--- src/rtl/store_buffer_lsu_if.sv ---
// Request/response and flush handshake between the execute stage and the store-buffered LSU.
interface store_buffer_lsu_if #(
  parameter int unsigned DEPTH  = 4,
  parameter int unsigned ADDR_W = 8,
  parameter int unsigned DATA_W = 8
);
  localparam int unsigned CNT_W = $clog2(DEPTH) + 1;

  logic              req_valid;
  logic              req_ready;
  logic              req_write;
  logic [ADDR_W-1:0] req_addr;
  logic [DATA_W-1:0] req_wdata;
  logic              rsp_valid;
  logic [DATA_W-1:0] rsp_data;
  logic              flush_req;
  logic              flush_done;
  logic [CNT_W-1:0]  buf_count;

  modport master (
    output req_valid, req_write, req_addr, req_wdata, flush_req,
    input  req_ready, rsp_valid, rsp_data, flush_done, buf_count
  );

  modport slave (
    input  req_valid, req_write, req_addr, req_wdata, flush_req,
    output req_ready, rsp_valid, rsp_data, flush_done, buf_count
  );
endinterface

--- src/rtl/store_buffer_lsu.sv ---
// Load/store unit: in-order store FIFO drained into a single memory port when idle,
// 1-cycle loads with youngest-match store-to-load forwarding, and drain-to-empty flush.
module store_buffer_lsu #(
  parameter int unsigned DEPTH  = 4,
  parameter int unsigned ADDR_W = 8,
  parameter int unsigned DATA_W = 8
) (
  input  logic                clk,
  input  logic                reset,
  store_buffer_lsu_if.slave   io_core,
  output logic                o_mem_read,
  output logic                o_mem_write,
  output logic [ADDR_W-1:0]   o_mem_addr,
  output logic [DATA_W-1:0]   o_mem_wdata,
  input  logic [DATA_W-1:0]   i_mem_rdata
);
  localparam int unsigned PTR_W = $clog2(DEPTH);
  localparam int unsigned CNT_W = PTR_W + 1;

  typedef enum logic [0:0] {StRun, StFlush} state_e;

  state_e            r_state;
  state_e            w_state_next;
  logic [PTR_W-1:0]  r_wptr;
  logic [PTR_W-1:0]  r_rptr;
  logic [CNT_W-1:0]  r_count;
  logic [ADDR_W-1:0] r_addr [DEPTH];
  logic [DATA_W-1:0] r_data [DEPTH];
  logic              r_rsp_valid;
  logic [DATA_W-1:0] r_rsp_data;

  logic              w_empty;
  logic              w_full;
  logic              w_req_ready;
  logic              w_accept;
  logic              w_enq;
  logic              w_load;
  logic              w_drain;
  logic              w_hit;
  logic [DATA_W-1:0] w_hit_data;

  assign w_empty     = (r_count == '0);
  assign w_full      = (r_count == CNT_W'(DEPTH));
  assign w_req_ready = (r_state == StRun) && !w_full;
  assign w_accept    = io_core.req_valid && w_req_ready;
  assign w_enq       = w_accept && io_core.req_write;
  assign w_load      = w_accept && !io_core.req_write;
  // In RUN a drain only uses the port when no request claimed it this cycle.
  assign w_drain     = !w_empty && (!w_accept || (r_state == StFlush));

  // Scan oldest to youngest so the last match (youngest store) wins.
  always_comb begin
    w_hit      = 1'b0;
    w_hit_data = '0;
    for (int unsigned i = 0; i < DEPTH; i++) begin
      if ((CNT_W'(i) < r_count) && (r_addr[r_rptr + PTR_W'(i)] == io_core.req_addr)) begin
        w_hit      = 1'b1;
        w_hit_data = r_data[r_rptr + PTR_W'(i)];
      end
    end
  end

  always_comb begin
    o_mem_read  = w_load && !w_hit;
    o_mem_write = w_drain;
    o_mem_addr  = w_empty ? '0 : r_addr[r_rptr];
    o_mem_wdata = w_empty ? '0 : r_data[r_rptr];
    if (o_mem_read) begin
      o_mem_addr = io_core.req_addr;
    end
  end

  always_comb begin
    w_state_next = r_state;
    unique case (r_state)
      StRun:   if (io_core.flush_req) w_state_next = StFlush;
      StFlush: if (w_empty)           w_state_next = StRun;
      default: w_state_next = StRun;
    endcase
  end

  assign io_core.req_ready  = w_req_ready;
  assign io_core.rsp_valid  = r_rsp_valid;
  assign io_core.rsp_data   = r_rsp_data;
  assign io_core.flush_done = (r_state == StFlush) && w_empty;
  assign io_core.buf_count  = r_count;

  always_ff @(posedge clk or posedge reset) begin
    if (reset) begin
      r_state     <= StRun;
      r_wptr      <= '0;
      r_rptr      <= '0;
      r_count     <= '0;
      r_rsp_valid <= 1'b0;
      r_rsp_data  <= '0;
    end else begin
      r_state     <= w_state_next;
      r_rsp_valid <= w_load;
      if (w_enq) begin
        r_wptr <= r_wptr + 1'b1;
      end
      if (w_drain) begin
        r_rptr <= r_rptr + 1'b1;
      end
      r_count <= r_count + CNT_W'(w_enq) - CNT_W'(w_drain);
      if (w_load) begin
        r_rsp_data <= w_hit ? w_hit_data : i_mem_rdata;
      end
    end
  end

  // Entry contents need no reset; validity is tracked by the pointers and count.
  always_ff @(posedge clk) begin
    if (w_enq) begin
      r_addr[r_wptr] <= io_core.req_addr;
      r_data[r_wptr] <= io_core.req_wdata;
    end
  end
endmodule

--- src/flat_wrapper.sv ---
// flat-port wrapper written by rule: the top's interface ports become plain ports
module store_buffer_lsu_flat 
#(
  parameter int unsigned DEPTH  = 4,
  parameter int unsigned ADDR_W = 8,
  parameter int unsigned DATA_W = 8
)
  (clk, reset, o_mem_read, o_mem_write, o_mem_addr, o_mem_wdata, i_mem_rdata, io_core_req_valid, io_core_req_write, io_core_req_addr, io_core_req_wdata, io_core_flush_req, io_core_req_ready, io_core_rsp_valid, io_core_rsp_data, io_core_flush_done, io_core_buf_count);
  store_buffer_lsu_if #(.DEPTH(DEPTH), .ADDR_W(ADDR_W), .DATA_W(DATA_W)) io_core_i ();
  input  logic clk;
  input  logic reset;
  output logic o_mem_read;
  output logic o_mem_write;
  output logic [ADDR_W-1:0] o_mem_addr;
  output logic [DATA_W-1:0] o_mem_wdata;
  input  logic [DATA_W-1:0] i_mem_rdata;
  input wire logic [$bits(io_core_i.req_valid)-1:0] io_core_req_valid;
  input wire logic [$bits(io_core_i.req_write)-1:0] io_core_req_write;
  input wire logic [$bits(io_core_i.req_addr)-1:0] io_core_req_addr;
  input wire logic [$bits(io_core_i.req_wdata)-1:0] io_core_req_wdata;
  input wire logic [$bits(io_core_i.flush_req)-1:0] io_core_flush_req;
  output wire logic [$bits(io_core_i.req_ready)-1:0] io_core_req_ready;
  output wire logic [$bits(io_core_i.rsp_valid)-1:0] io_core_rsp_valid;
  output wire logic [$bits(io_core_i.rsp_data)-1:0] io_core_rsp_data;
  output wire logic [$bits(io_core_i.flush_done)-1:0] io_core_flush_done;
  output wire logic [$bits(io_core_i.buf_count)-1:0] io_core_buf_count;
  assign io_core_i.req_valid = io_core_req_valid;
  assign io_core_i.req_write = io_core_req_write;
  assign io_core_i.req_addr = io_core_req_addr;
  assign io_core_i.req_wdata = io_core_req_wdata;
  assign io_core_i.flush_req = io_core_flush_req;
  assign io_core_req_ready = io_core_i.req_ready;
  assign io_core_rsp_valid = io_core_i.rsp_valid;
  assign io_core_rsp_data = io_core_i.rsp_data;
  assign io_core_flush_done = io_core_i.flush_done;
  assign io_core_buf_count = io_core_i.buf_count;
  store_buffer_lsu #(.DEPTH(DEPTH), .ADDR_W(ADDR_W), .DATA_W(DATA_W)) u_core (.clk(clk), .reset(reset), .io_core(io_core_i), .o_mem_read(o_mem_read), .o_mem_write(o_mem_write), .o_mem_addr(o_mem_addr), .o_mem_wdata(o_mem_wdata), .i_mem_rdata(i_mem_rdata));
endmodule
--- config.mk ---
export PLATFORM = sky130hd
export DESIGN_NAME = store_buffer_lsu_flat
export DESIGN_NICKNAME = d
export VERILOG_FILES = /design/src/rtl/store_buffer_lsu_if.sv /design/src/rtl/store_buffer_lsu.sv /design/src/flat_wrapper.sv
export SDC_FILE = /design/constraint.sdc
export NUM_CORES = 1
export LEC_CHECK = 0
export CAP_MARGIN = 20
export CORE_ASPECT_RATIO = 1.5
export CORE_MARGIN = 2
export CORE_UTILIZATION = 45
export CTS_CLUSTER_SIZE = 16
export DETAILED_ROUTE_END_ITERATION = 10
export PLACE_DENSITY = 0.66
export SLEW_MARGIN = 20
export SYNTH_ARGS = -nofsm -noshare
export SYNTH_HDL_FRONTEND = slang
export SYNTH_SLANG_ARGS = --single-unit
export TNS_END_PERCENT = 1
--- constraint.sdc ---
create_clock -name clk -period 8 [get_ports clk]
set_input_delay 2 -clock clk [delete_from_list [all_inputs] [get_ports clk]]
set_output_delay 2 -clock clk [all_outputs]
set_load 0.02 [all_outputs]
# == Word-level counts from Yosys, hierarchy flattened ==
# Memory sizes are Yosys's and may differ from the RTL's.
# Cells that the tools add are included.
# totals
n_memories,2
register_bits,17
ram_bits,64
output_inout_bits,32
wordCells,59
# memory_table
memory,depth,width,rd,rd_clocked_by_memory_dff,wr,line_no,rtl
u_core.r_addr,4,8,4,0,1,store_buffer_lsu.sv:27,logic [ADDR_W-1:0] r_addr [DEPTH];
u_core.r_data,4,8,4,0,1,store_buffer_lsu.sv:28,logic [DATA_W-1:0] r_data [DEPTH];
# classes
reduce_logical,18
n_addsub,6
order_cmp,4
mux,17
n_eq_ne,5
n_bitwise,1
# op_table
cell,n
$mux 8,8
$eq 8x8->1,4
$logic_and 1x1->1,11
$mux 1,8
$lt 1x3->1 const A,2
$lt 2x3->1 const A,2
$logic_not 1->1,5
$add 2x1->2 const B,2
$add 2x2->2 const B,2
$add 3x1->3,1
$eq 3x3->1 const B,1
$logic_not 3->1,1
$sub 3x1->3,1
$pmux 1 s2,1
$logic_or 1x1->1,1
$not 1->1,1

# == Depth between registers and ports, before layout ==
# Gate-level depths: netlist of run 1.
# An unclocked memory read counts as a cell.
# logic_depth
word_depth,10
depth_mapped,12
depth_no_buf,10

# == Least setup slack after synthesis of run 1 ==
# No wires, ideal clock.
# synth_path
path_kind,input to output
from,input port io_core_req_addr[3]
to,output port o_mem_addr[3]
path_buffers,2
t_arrival_ns,3.900
path_stages,8
setup_slack_ns,2.100
cell_sequence,clkbuf_1 -> xnor2_1 -> a2111oi_4 -> o2111ai_4 -> or2_0 -> buf_4 -> nand4_4 -> mux2i_1
# synth_between
elab_chain_len,9
word_cells_on_any_way,15
cone_classes,eq/ne: 4; mux: 5; reduce/logical: 6
# synth_lines
element,line_no,rtl
"start, declared",flat_wrapper.sv:19,input wire logic [$bits(io_core_i.req_addr)-1:0] io_core_req_addr;
$eq 8x8->1,store_buffer_lsu.sv:56,if ((CNT_W'(i) < r_count) && (r_addr[r_rptr + PTR_W'(i)] == io_core.req_addr)) begin
$logic_and 1x1->1,store_buffer_lsu.sv:56,
$mux 1 (4 in series),store_buffer_lsu.sv:56,
$logic_not 1->1,store_buffer_lsu.sv:64,o_mem_read = w_load && !w_hit;
$logic_and 1x1->1,store_buffer_lsu.sv:64,
$mux 8 (*),store_buffer_lsu.sv:68,if (o_mem_read) begin
"end, declared",flat_wrapper.sv:14,output logic [ADDR_W-1:0] o_mem_addr;
# Mark *: on every way between the ends. The rest lies on a longest branch, timed or not.

# == Worst setup path after layout of run 1 ==
# layout_path
from,input port io_core_req_addr[2]
to,output port o_mem_addr[4]
# layout_between
elab_chain_len,9
word_cells_on_any_way,15
cone_classes,eq/ne: 4; mux: 5; reduce/logical: 6
# layout_lines
element,line_no
$eq 8x8->1,store_buffer_lsu.sv:56
$logic_and 1x1->1,store_buffer_lsu.sv:56
$mux 1 (3 in series),store_buffer_lsu.sv:56
$mux 1 (*),store_buffer_lsu.sv:56
$logic_not 1->1 (*),store_buffer_lsu.sv:64
$logic_and 1x1->1 (*),store_buffer_lsu.sv:64
$mux 8 (*),store_buffer_lsu.sv:68
# Marks and branches as above.

==> results.py, run 1 <==
metrics = {
    "critical_path": {
        "critPathMaxFanout": 14,
        "crit_path_top_delay_cell": "clkdlybuf4s50_1",
        "max_stage_delay_ns": 0.68,
        "critPathBufInv": 2,
        "crit_arrival_ns": 5.19,
        "criticalPathCategory": "input pin to output port",
        "worstPathCellList": "clkdlybuf4s50_1 > nor2b_1 > a221oi_1 > nand4_4 > a2bb2oi_4 > nand4_4 > mux2_2 > clkdlybuf4s50_1",
        "start_kind": "input pin",
        "crit_family": "buffers and inverters",
        "endpoint_kind": "output port",
        "crit_required_ns": 6.00,
    },
    "finish": {
        "final_layout_size_suffix_gt1_frac": 0.1713,
        "final_cells": 655,
        "diodes": 0,
        "fin_util": 0.5383,
        "fin_nets": 535,
        "area_growth_pct": 16.13,
    },
    "floorplanning": {
        "die_w_um": 94.84,
        "die-area_um2": 13300,
        "core_um2": 12020,
        "chipHeight_um": 140.3,
        "fp-row-count": 49,
        "initial_core_util": 0.4636,
        "io_pins": 61,
    },
    "placement": {
        "place_congestion": 0.8533,
        "dp.cells": 639,
        "io_buffers": 60,
        "hpwl_um": 9354,
    },
    "synthesis": {
        "ys_warn_count": 0,
        "yosysUniqueCellTypes": 54,
        "synthCells": 456,
        "syn_avg_cell_area_um2": 12.22,
        "syn-num-nets": 494,
        "synth_area_um2": 5570,
        "synth-seq-cells": 81,
        "synth-seq-area-share": 0.4214,
        "yosys-top-cells-area": "edfxtp_1 35%, mux4_2 9.3%, mux2i_1 8.4%",
        "synth_top_cell_area_share": 0.3450,
        "yosys.area.top_type": "edfxtp_1",
    },
    "power_and_ir_drop": {
        "internal_power_mw": 1.297,
        "pwr-share-seq": 0.290,
        "power_frac_clock": 0.173,
        "swShare": 0.4129,
        "p_total_mw": 2.210,
        "power.switching_uw": 912.3,
        "power.leakage_nw": 2.314,
        "comb_power_share": 0.537,
        "ir_worst_vdd_mv": 0.1414,
        "power_density_nw_per_um2": 341.6,
    },
    "cts": {
        "path_clk_slew_ns": 0.06,
        "htreeDepth": 3,
        "insertion_delay_ns": 0.34,
        "cts-resized-gates": 0,
        "cts_root_buf": "clkbuf_16",
        "cts_buffers": 9,
        "hold_buffers": 0,
        "cts.sinks": 81,
        "postCtsSetupRepairBufs": 0,
        "cts_tree": "built",
        "clockBufferDepth": 2,
    },
    "global_route": {
        "grt_antenna_before_repair": 0,
        "grt_pass1_vias": 3942,
        "grt_pass1_wl_um": 21050,
        "gr-usage-all-layers": 0.2077,
        "grt_overflow_total": 0,
        "grt_max_degree": 47,
    },
    "drt": {
        "drcViolationCount": 0,
        "finalWirelength_um": 12970,
        "vias": 3781,
        "drtIter0Drc": 293,
        "firstDrtPassIters": 4,
        "wl_per_cell_um": 19.80,
        "ant_nets": 0,
        "vias_per_cell": 5.773,
    },
    "sta": {
        "fin_worst_skew_ns": 0.007192,
        "max_slew.worst_pin.slew_ns": 1.065,
        "max_freq_ghz": 0.1390,
        "slew_headroom": 0.2902,
        "final.setup.tns_ns": 0,
        "fin_crit_ns": 7.192,
        "finalHoldViolations": 0,
        "finalCritPeriodShare": 0.8990,
        "rsz0062_at_grt": "no",
        "slew_viol_final": 0,
        "hold_ws_ns": 0.5800,
        "setup_viol": 0,
    },
    "status": {
        "status": "finished, final reports clean",
    },
    "flow_run": {
        "maxCapViolCount": 0,
    },
    "worst_hold_path": {
        "min_path_type": "register to register",
    },
}
[layout by cell type (no fill, tap or decap), drive strengths merged, types with 2 or more instances in the layout]
cell type       n
edfxtp         64
clkdlybuf4s50  60
mux2i          48
nor2           31
inv            30
xnor2          28
mux4           23
and2           19
dfrtp          17
mux2           15
nand2          15
o21ai          12
a2111oi        11
and3           10
a31oi           9
xor2            9
clkbuf          9
a221oi          9
o31ai           8
o311ai          8
ha              8
nor2b           7
o211ai          7
buf             6
a21oi           6
nor3            5
a211oi          5
nand3           3
clkinvlp        3
nand4           3
or3             2
o2111ai         2
clkinv          2
[final timing paths]
| path | startpoint | endpoint | slack (ns) | cells past startpoint |
|---|---|---|---|---|
| min in group asynchronous | reset | u_core.io_core.rsp_valid | 2.07 | 2 |
| worst max register to register | u_core.r_rptr[0] | u_core.io_core.rsp_data[6] | 4.40 | 7 |
| worst min register to register | u_core.r_state | u_core.r_state | 0.58 | 2 |
| worst max-delay path | io_core_req_addr[2] | o_mem_addr[4] | 0.81 | 8 |
| worst min-delay path | u_core.r_state | u_core.r_state | 0.58 | 2 |
| max in group asynchronous | reset | u_core.r_rptr[0] | 5.41 | 2 |
[layer usage]
metal	vias to the layer above	wire [µm]	GRT usage
met3	18	415	0.03120
met4	0	256	0.06636
li1	1806	-	-
met1	1869	5497	0.2592
met2	88	6799	0.3647
met5	-	0	0
[power groups by stage]
stage	clock (mW)	combinational [mW]	sequential, mW
floorplan	0	0.914	0.587
global placement	0	1.17	0.647
detailed placement	0	1.19	0.653
CTS	0.390	1.19	0.644
global route	0.404	1.29	0.654
finish	0.383	1.19	0.641
[registers in the layout, indices dropped and copies added, names as in the netlist]
| register | flops |
|---|---|
| u_core.r_state | 1 |
| u_core.io_core.rsp_valid | 1 |
| u_core.r_rptr | 2 |
| u_core.r_addr | 32 |
| u_core.io_core.rsp_data | 8 |
| u_core.r_data | 32 |
| u_core.io_core.buf_count | 3 |
| u_core.r_wptr | 2 |
[cell families after synthesis]
group	after synthesis	synth area share
multiplexers	86	0.2118
AO/OA/AOI/OAI	81	0.1334
AND/OR/NAND/NOR	98	0.09344
flip-flops	81	0.4214
buffers and inverters	64	0.06020
adder cells (fa/ha/maj)	9	0.02156
XOR/XNOR	37	0.05818
[stage by stage]
step / cell area [µm²] / worst slack (ns)
2_1_floorplan: 5570 / 2.100
3_3_place_gp: 6190 / 0.8628
3_5_place_dp: 6190 / 0.8639
4_1_cts: 6469 / 0.8289
5_1_grt: 6469 / 0.6550
6_report: 6469 / 0.8082
[cell usage after synthesis (all sizes together)]
cell	number
mux4	23
o211ai	7
nand3	3
o21ai	12
o22ai	1
a21oi	6
o311ai	8
and3	10
buf	21
a211oi	5
nor2	31
nor4	1
and2	19
a2bb2oi	1
fa	1
xor2	9
dfrtp	17
nor3	5
o22a	1
clkbuf	15
o31ai	8
o2111ai	2
inv	28
ha	8
nand2	15
nand4	3
a2111oi	11
mux2	15
or2	1
a221oi	9
edfxtp	64
mux2i	48
a31oi	9
or3	2
nand2b	1
nor2b	7
xnor2	28
o2bb2ai	1
[cell type report]
| type | count | area (µm²) |
|---|---|---|
| clock inverters | 7 | 53.80 |
| multi-input cells | 311 | 2893 |
| flip-flops and latches | 81 | 2352 |
| clock buffers | 9 | 225.2 |
| repair buffers | 66 | 645.6 |
| fillers | 1068 | 5548 |
| well taps | 153 | 191.4 |
| inverters | 28 | 107.6 |
[worst register-to-register path, stage by stage (launching register included)]
cell	delay, ns
dfrtp_4	0.89
mux4_2	0.66
xnor2_1	0.32
nand4_1	0.23
a21oi_4	0.34
and2_0	0.48
o311ai_1	0.31
a221oi_2	0.29
(Power assumes the default switching activity.)
==> run 2: changes to the inputs <==
- PLACE_DENSITY: 0.66 -> unset
- PLACE_DENSITY_LB_ADDON: unset -> 0.2
==> run 2 against run 1 <==
  * Sequential cell count did not move
  * Hold slack lost 0.046 ns
  * Worst setup slack worse by 0.029 ns
  * Power is 2.3% higher
  * Maximum frequency is 0.40% lower
  * Clock skew up 0.0027 ns
  * Largest power group unchanged
  * Count of clock-buffer cells in the layout unchanged
  * Design area is 0.56% higher
  * Critical endpoint unchanged
==> results.py, run 2 (same netlist as run 1, synthesis figures left out) <==
metrics = {
    "status": {
        "status": "finished, final reports clean",
    },
    "cts": {
        "cts_buffers": 9,
        "insertion_delay_ns": 0.35,
        "cts_tree": "built",
        "postCtsSetupRepairBufs": 0,
        "cts.sinks": 81,
        "hold_buffers": 0,
        "cts_root_buf": "clkbuf_16",
        "clockBufferDepth": 2,
        "path_clk_slew_ns": 0.07,
        "cts-resized-gates": 0,
        "htreeDepth": 3,
    },
    "finish": {
        "diodes": 0,
        "area_growth_pct": 16.78,
        "final_cells": 656,
        "fill_cells": 1043,
        "multi_input_area_um2": 2893,
        "final_layout_size_suffix_gt1_frac": 0.1730,
        "final_cell_area_um2": 6505,
        "fin_nets": 536,
        "layout_common_cells": "64 x edfxtp_1, 60 x clkdlybuf4s50_1, 47 x mux2i_1",
        "final_common_cell": "edfxtp_1",
        "fin_util": 0.5413,
        "regArea_um2": 2352,
    },
    "sta": {
        "hold_ws_ns": 0.5337,
        "slew_headroom": 0.3282,
        "rsz0062_at_grt": "no",
        "slew_viol_final": 0,
        "final.setup.tns_ns": 0,
        "setup_viol": 0,
        "finalHoldViolations": 0,
        "fin_worst_skew_ns": 0.009861,
        "max_slew.worst_pin.slew_ns": 1.008,
        "fin_crit_ns": 7.221,
        "max_freq_ghz": 0.1385,
        "finalCritPeriodShare": 0.9026,
    },
    "floorplanning": {
        "initial_core_util": 0.4636,
        "io_pins": 61,
        "core_um2": 12020,
        "die_w_um": 94.84,
        "die-area_um2": 13300,
        "fp-row-count": 49,
        "chipHeight_um": 140.3,
    },
    "drt": {
        "drtIter0Drc": 210,
        "ant_nets": 0,
        "firstDrtPassIters": 4,
        "vias": 3843,
        "wl_per_cell_um": 19.72,
        "finalWirelength_um": 12940,
        "drcViolationCount": 0,
        "vias_per_cell": 5.858,
    },
    "global_route": {
        "grt_max_degree": 61,
        "grt_antenna_before_repair": 0,
        "grt_pass1_wl_um": 20690,
        "grt_pass1_vias": 3901,
        "gr-usage-all-layers": 0.2056,
        "grt_overflow_total": 0,
    },
    "flow_run": {
        "maxCapViolCount": 0,
    },
    "critical_path": {
        "r2r-start": "u_core.r_rptr[0]",
        "criticalPathCategory": "input pin to output port",
        "critPathMaxFanout": 11,
        "crit_arrival_ns": 5.22,
        "startpoint": "io_core_req_addr[5]",
        "crit_required_ns": 6.00,
        "reg2reg_to": "u_core.io_core.rsp_data[7]",
        "endpoint_kind": "output port",
        "start_kind": "input pin",
        "worst-r2r-cell-count": 7,
        "critPathCapture": "o_mem_addr[4]",
        "r2r_setup_slack_ns": 4.30,
    },
    "power_and_ir_drop": {
        "ir_worst_vdd_mv": 0.1929,
        "power_density_nw_per_um2": 347.4,
        "power.leakage_nw": 2.344,
    },
    "worst_hold_path": {
        "hp-start": "u_core.r_state",
        "min_path_type": "register to register",
    },
    "placement": {
        "io_buffers": 60,
        "place_area_um2": 6197,
        "dp.cells": 640,
        "place_congestion": 0.8796,
        "hpwl_um": 9461,
    },
}
## run 2: area by class of cell
| class | count | share of cell area |
|---|---|---|
| inverters | 28 | 0.01654 |
| clock inverters | 7 | 0.01269 |
| repair buffers | 67 | 0.1004 |
| flip-flops and latches | 81 | 0.3616 |
| well taps | 153 | 0.02943 |
| clock buffers | 9 | 0.03462 |
| multi-input cells | 311 | 0.4447 |
## run 2: worst max-delay path, cell delays in order
cell,delay (ns)
clkdlybuf4s50_1,0.69
xnor2_1,0.38
nor4_1,0.09
nor2_1,0.52
or2_0,0.28
nand4_4,0.29
mux2_2,0.34
clkdlybuf4s50_1,0.60
## run 2: how the worst min path moves through the flow
| stage | to | slack (ns) | cells past startpoint |
|---|---|---|---|
| final | u_core.r_state | 0.53 | 2 |
| after global routing | u_core.r_rptr[1] | 0.59 | 1 |
| after CTS | u_core.r_state | 0.53 | 2 |
| after detailed placement | u_core.r_state | 0.52 | 2 |
| after global placement | u_core.r_state | 0.51 | 2 |
| after floorplan | u_core.r_state | 0.48 | 2 |
## run 2: per-layer routing
layer / track usage / share of wire / wire, µm / up-vias
met4: 0.08314 / 0.030 / 384 / 0
met5: 0 / 0 / 0 / -
li1: - / - / - / 1819
met2: 0.3639 / 0.54 / 6978 / 92
met3: 0.03981 / 0.041 / 528 / 24
met1: 0.2398 / 0.39 / 5047 / 1908
## run 2: power by group
group | internal [mW] | switching [mW]
clock | 0.249 | 0.184
combinational | 0.578 | 0.630
sequential | 0.512 | 0.109
## run 2: through the flow
| step | total power [mW] | setup slack (ns) |
|---|---|---|
| 3_5_place_dp | 1.846 | 0.7871 |
| 4_1_cts | 2.282 | 0.7844 |
| 3_3_place_gp | 1.824 | 0.8880 |
| 2_1_floorplan | 1.501 | 2.100 |
| 6_report | 2.260 | 0.7794 |
| 5_1_grt | 2.400 | 0.6079 |
==> run 3: changes to the inputs <==
- RECOVER_POWER: unset -> 25
- clock period: 8 -> 8.3 ns (I/O delays scaled with it)
==> run 3 against run 2 <==
  * Sequential power down 0.6%
  * Sequential share of layout area up 0.33 points
  * Utilization down 0.49 points
  * Critical path depth unchanged
  * Via count up 0.23%
  * First-iteration DRC count down 9.0%
  * Hold slack better by 0.0023 ns
  * Clock skew down 0.0066 ns
  * Clock power down 17%
  * Register-to-register slack worse by 0.18 ns
  * Critical path type unchanged
==> results.py, run 3 (same netlist as run 1, synthesis figures left out) <==
metrics = {
    "status": {
        "status": "finished, final reports clean",
    },
    "sta": {
        "fin_worst_skew_ns": 0.003308,
        "max_freq_ghz": 0.1340,
        "setup_viol": 0,
        "slew_headroom": 0.2931,
        "fin_crit_ns": 7.464,
        "rsz0062_at_grt": "no",
        "final.setup.tns_ns": 0,
        "slew_viol_final": 0,
        "finalHoldViolations": 0,
        "finalCritPeriodShare": 0.8993,
        "max_slew.worst_pin.slew_ns": 1.054,
    },
    "critical_path": {
        "criticalPathCategory": "input pin to output port",
        "critPathMaxFanout": 14,
        "endpoint_kind": "output port",
        "crit_arrival_ns": 5.39,
        "crit_required_ns": 6.23,
        "start_kind": "input pin",
    },
    "worst_hold_path": {
        "min_path_type": "register to register",
    },
    "placement": {
        "io_buffers": 60,
        "hpwl_um": 9460,
        "place_congestion": 0.8670,
        "place_area_um2": 6182,
    },
    "finish": {
        "final_cell_area_um2": 6446,
        "area_growth_pct": 15.72,
        "final_layout_size_suffix_gt1_frac": 0.1677,
        "final_common_cell": "edfxtp_1",
        "fin_nets": 534,
        "diodes": 0,
        "layout_common_cells": "64 x edfxtp_1, 47 x mux2i_1, 47 x clkdlybuf4s50_1",
    },
    "global_route": {
        "grt_pass1_vias": 3934,
        "globalRouteMet2Util": 0.3647,
        "grt_use_met3": 0.03658,
        "grt_pass1_wl_um": 20580,
        "busiest_layer": "met2",
        "grt_antenna_before_repair": 0,
        "grt_overflow_total": 0,
        "gr-usage-all-layers": 0.2062,
        "grt_max_degree": 51,
        "use_met1": 0.2407,
    },
    "cts": {
        "path_clk_slew_ns": 0.06,
        "insertion_delay_ns": 0.34,
        "cts_root_buf": "clkbuf_16",
        "cts-resized-gates": 0,
        "postCtsSetupRepairBufs": 0,
        "hold_buffers": 0,
        "cts_tree": "built",
        "htreeDepth": 3,
        "cts.sinks": 81,
        "cts_buffers": 9,
        "clockBufferDepth": 2,
    },
    "drt": {
        "finalWirelength_um": 13090,
        "firstDrtPassIters": 5,
        "ant_nets": 0,
        "vias": 3852,
        "vias_per_cell": 5.890,
        "wl_per_cell_um": 20.02,
        "drtIter0Drc": 191,
        "drcViolationCount": 0,
    },
    "floorplanning": {
        "core_um2": 12020,
        "die_w_um": 94.84,
        "die-area_um2": 13300,
        "chipHeight_um": 140.3,
        "io_pins": 61,
        "initial_core_util": 0.4636,
        "fp-row-count": 49,
    },
    "power_and_ir_drop": {
        "power_density_nw_per_um2": 328.4,
        "ir_worst_vdd_mv": 0.1937,
        "power.leakage_nw": 2.309,
    },
    "flow_run": {
        "maxCapViolCount": 0,
    },
}
-- run 3: changes by cell type in the layout (fill, tap and decap cells not counted), moves of 2 or more --
cell,before,now
buf_4,7,5
clkdlybuf4s50_1,60,47
clkinv_2,0,4
clkinvlp_4,0,2
dlygate4sd3_1,0,13
inv_6,4,0
-- run 3: final cells by class --
| class | instances | area (µm²) |
|---|---|---|
| Fill cell | 1058 | 5570 |
| Multi-Input combinational cell | 311 | 2893 |
| Sequential cell | 81 | 2352 |
| Timing Repair Buffer | 65 | 638.1 |
| Clock buffer | 10 | 229.0 |
| Tap cell | 153 | 191.4 |
| Inverter | 28 | 107.6 |
| Clock inverter | 6 | 35.03 |
-- run 3: final timing paths --
kind                                      from                          to  slack [ns]  cells past startpoint
max                        io_core_req_addr[2]               o_mem_addr[4]        0.84                      8
min                             u_core.r_state              u_core.r_state        0.54                      2
max reg2reg                   u_core.r_rptr[1]  u_core.io_core.rsp_data[6]        4.12                      8
min reg2reg                     u_core.r_state              u_core.r_state        0.54                      2
max in group asynchronous                reset            u_core.r_rptr[0]        5.61                      2
min in group asynchronous                reset            u_core.r_rptr[0]        2.16                      2
-- run 3: where the power goes --
group	total, mW	internal, mW	leakage, nW	switching [mW]
logic	1.14	0.550	1.41	0.591
clock network	0.359	0.200	0.128	0.159
registers	0.617	0.493	0.769	0.123
total	2.12	1.24	2.31	0.874
-- run 3: routing by layer --
metal	wire length, µm	part of all wire
met2	7080	0.54
met5	0	0
met3	439	0.034
met4	435	0.033
met1	5136	0.39
-- run 3: per-stage QoR --
stage / util / hold slack [ns] / setup WS, ns / std cells / power (mW)
2_1_floorplan: - / 0.4772 / 2.250 / 456 / 1.446
3_3_place_gp: 0.5145 / 0.5111 / 0.8903 / 638 / 1.750
3_5_place_dp: 0.5145 / 0.5137 / 0.8717 / 638 / 1.770
4_1_cts: 0.5364 / 0.5271 / 0.8691 / 654 / 2.135
5_1_grt: 0.5364 / 0.5525 / 0.7013 / 654 / 2.245
6_report: 0.5364 / 0.5360 / 0.8361 / 654 / 2.117
-- run 3: critical path: stages --
cell	delay, ns
clkdlybuf4s50_1	0.68
nor2b_1	0.26
a221oi_1	0.60
nand4_4	0.30
a2bb2oi_4	0.25
nand4_4	0.27
mux2_2	0.38
clkdlybuf4s50_1	0.54
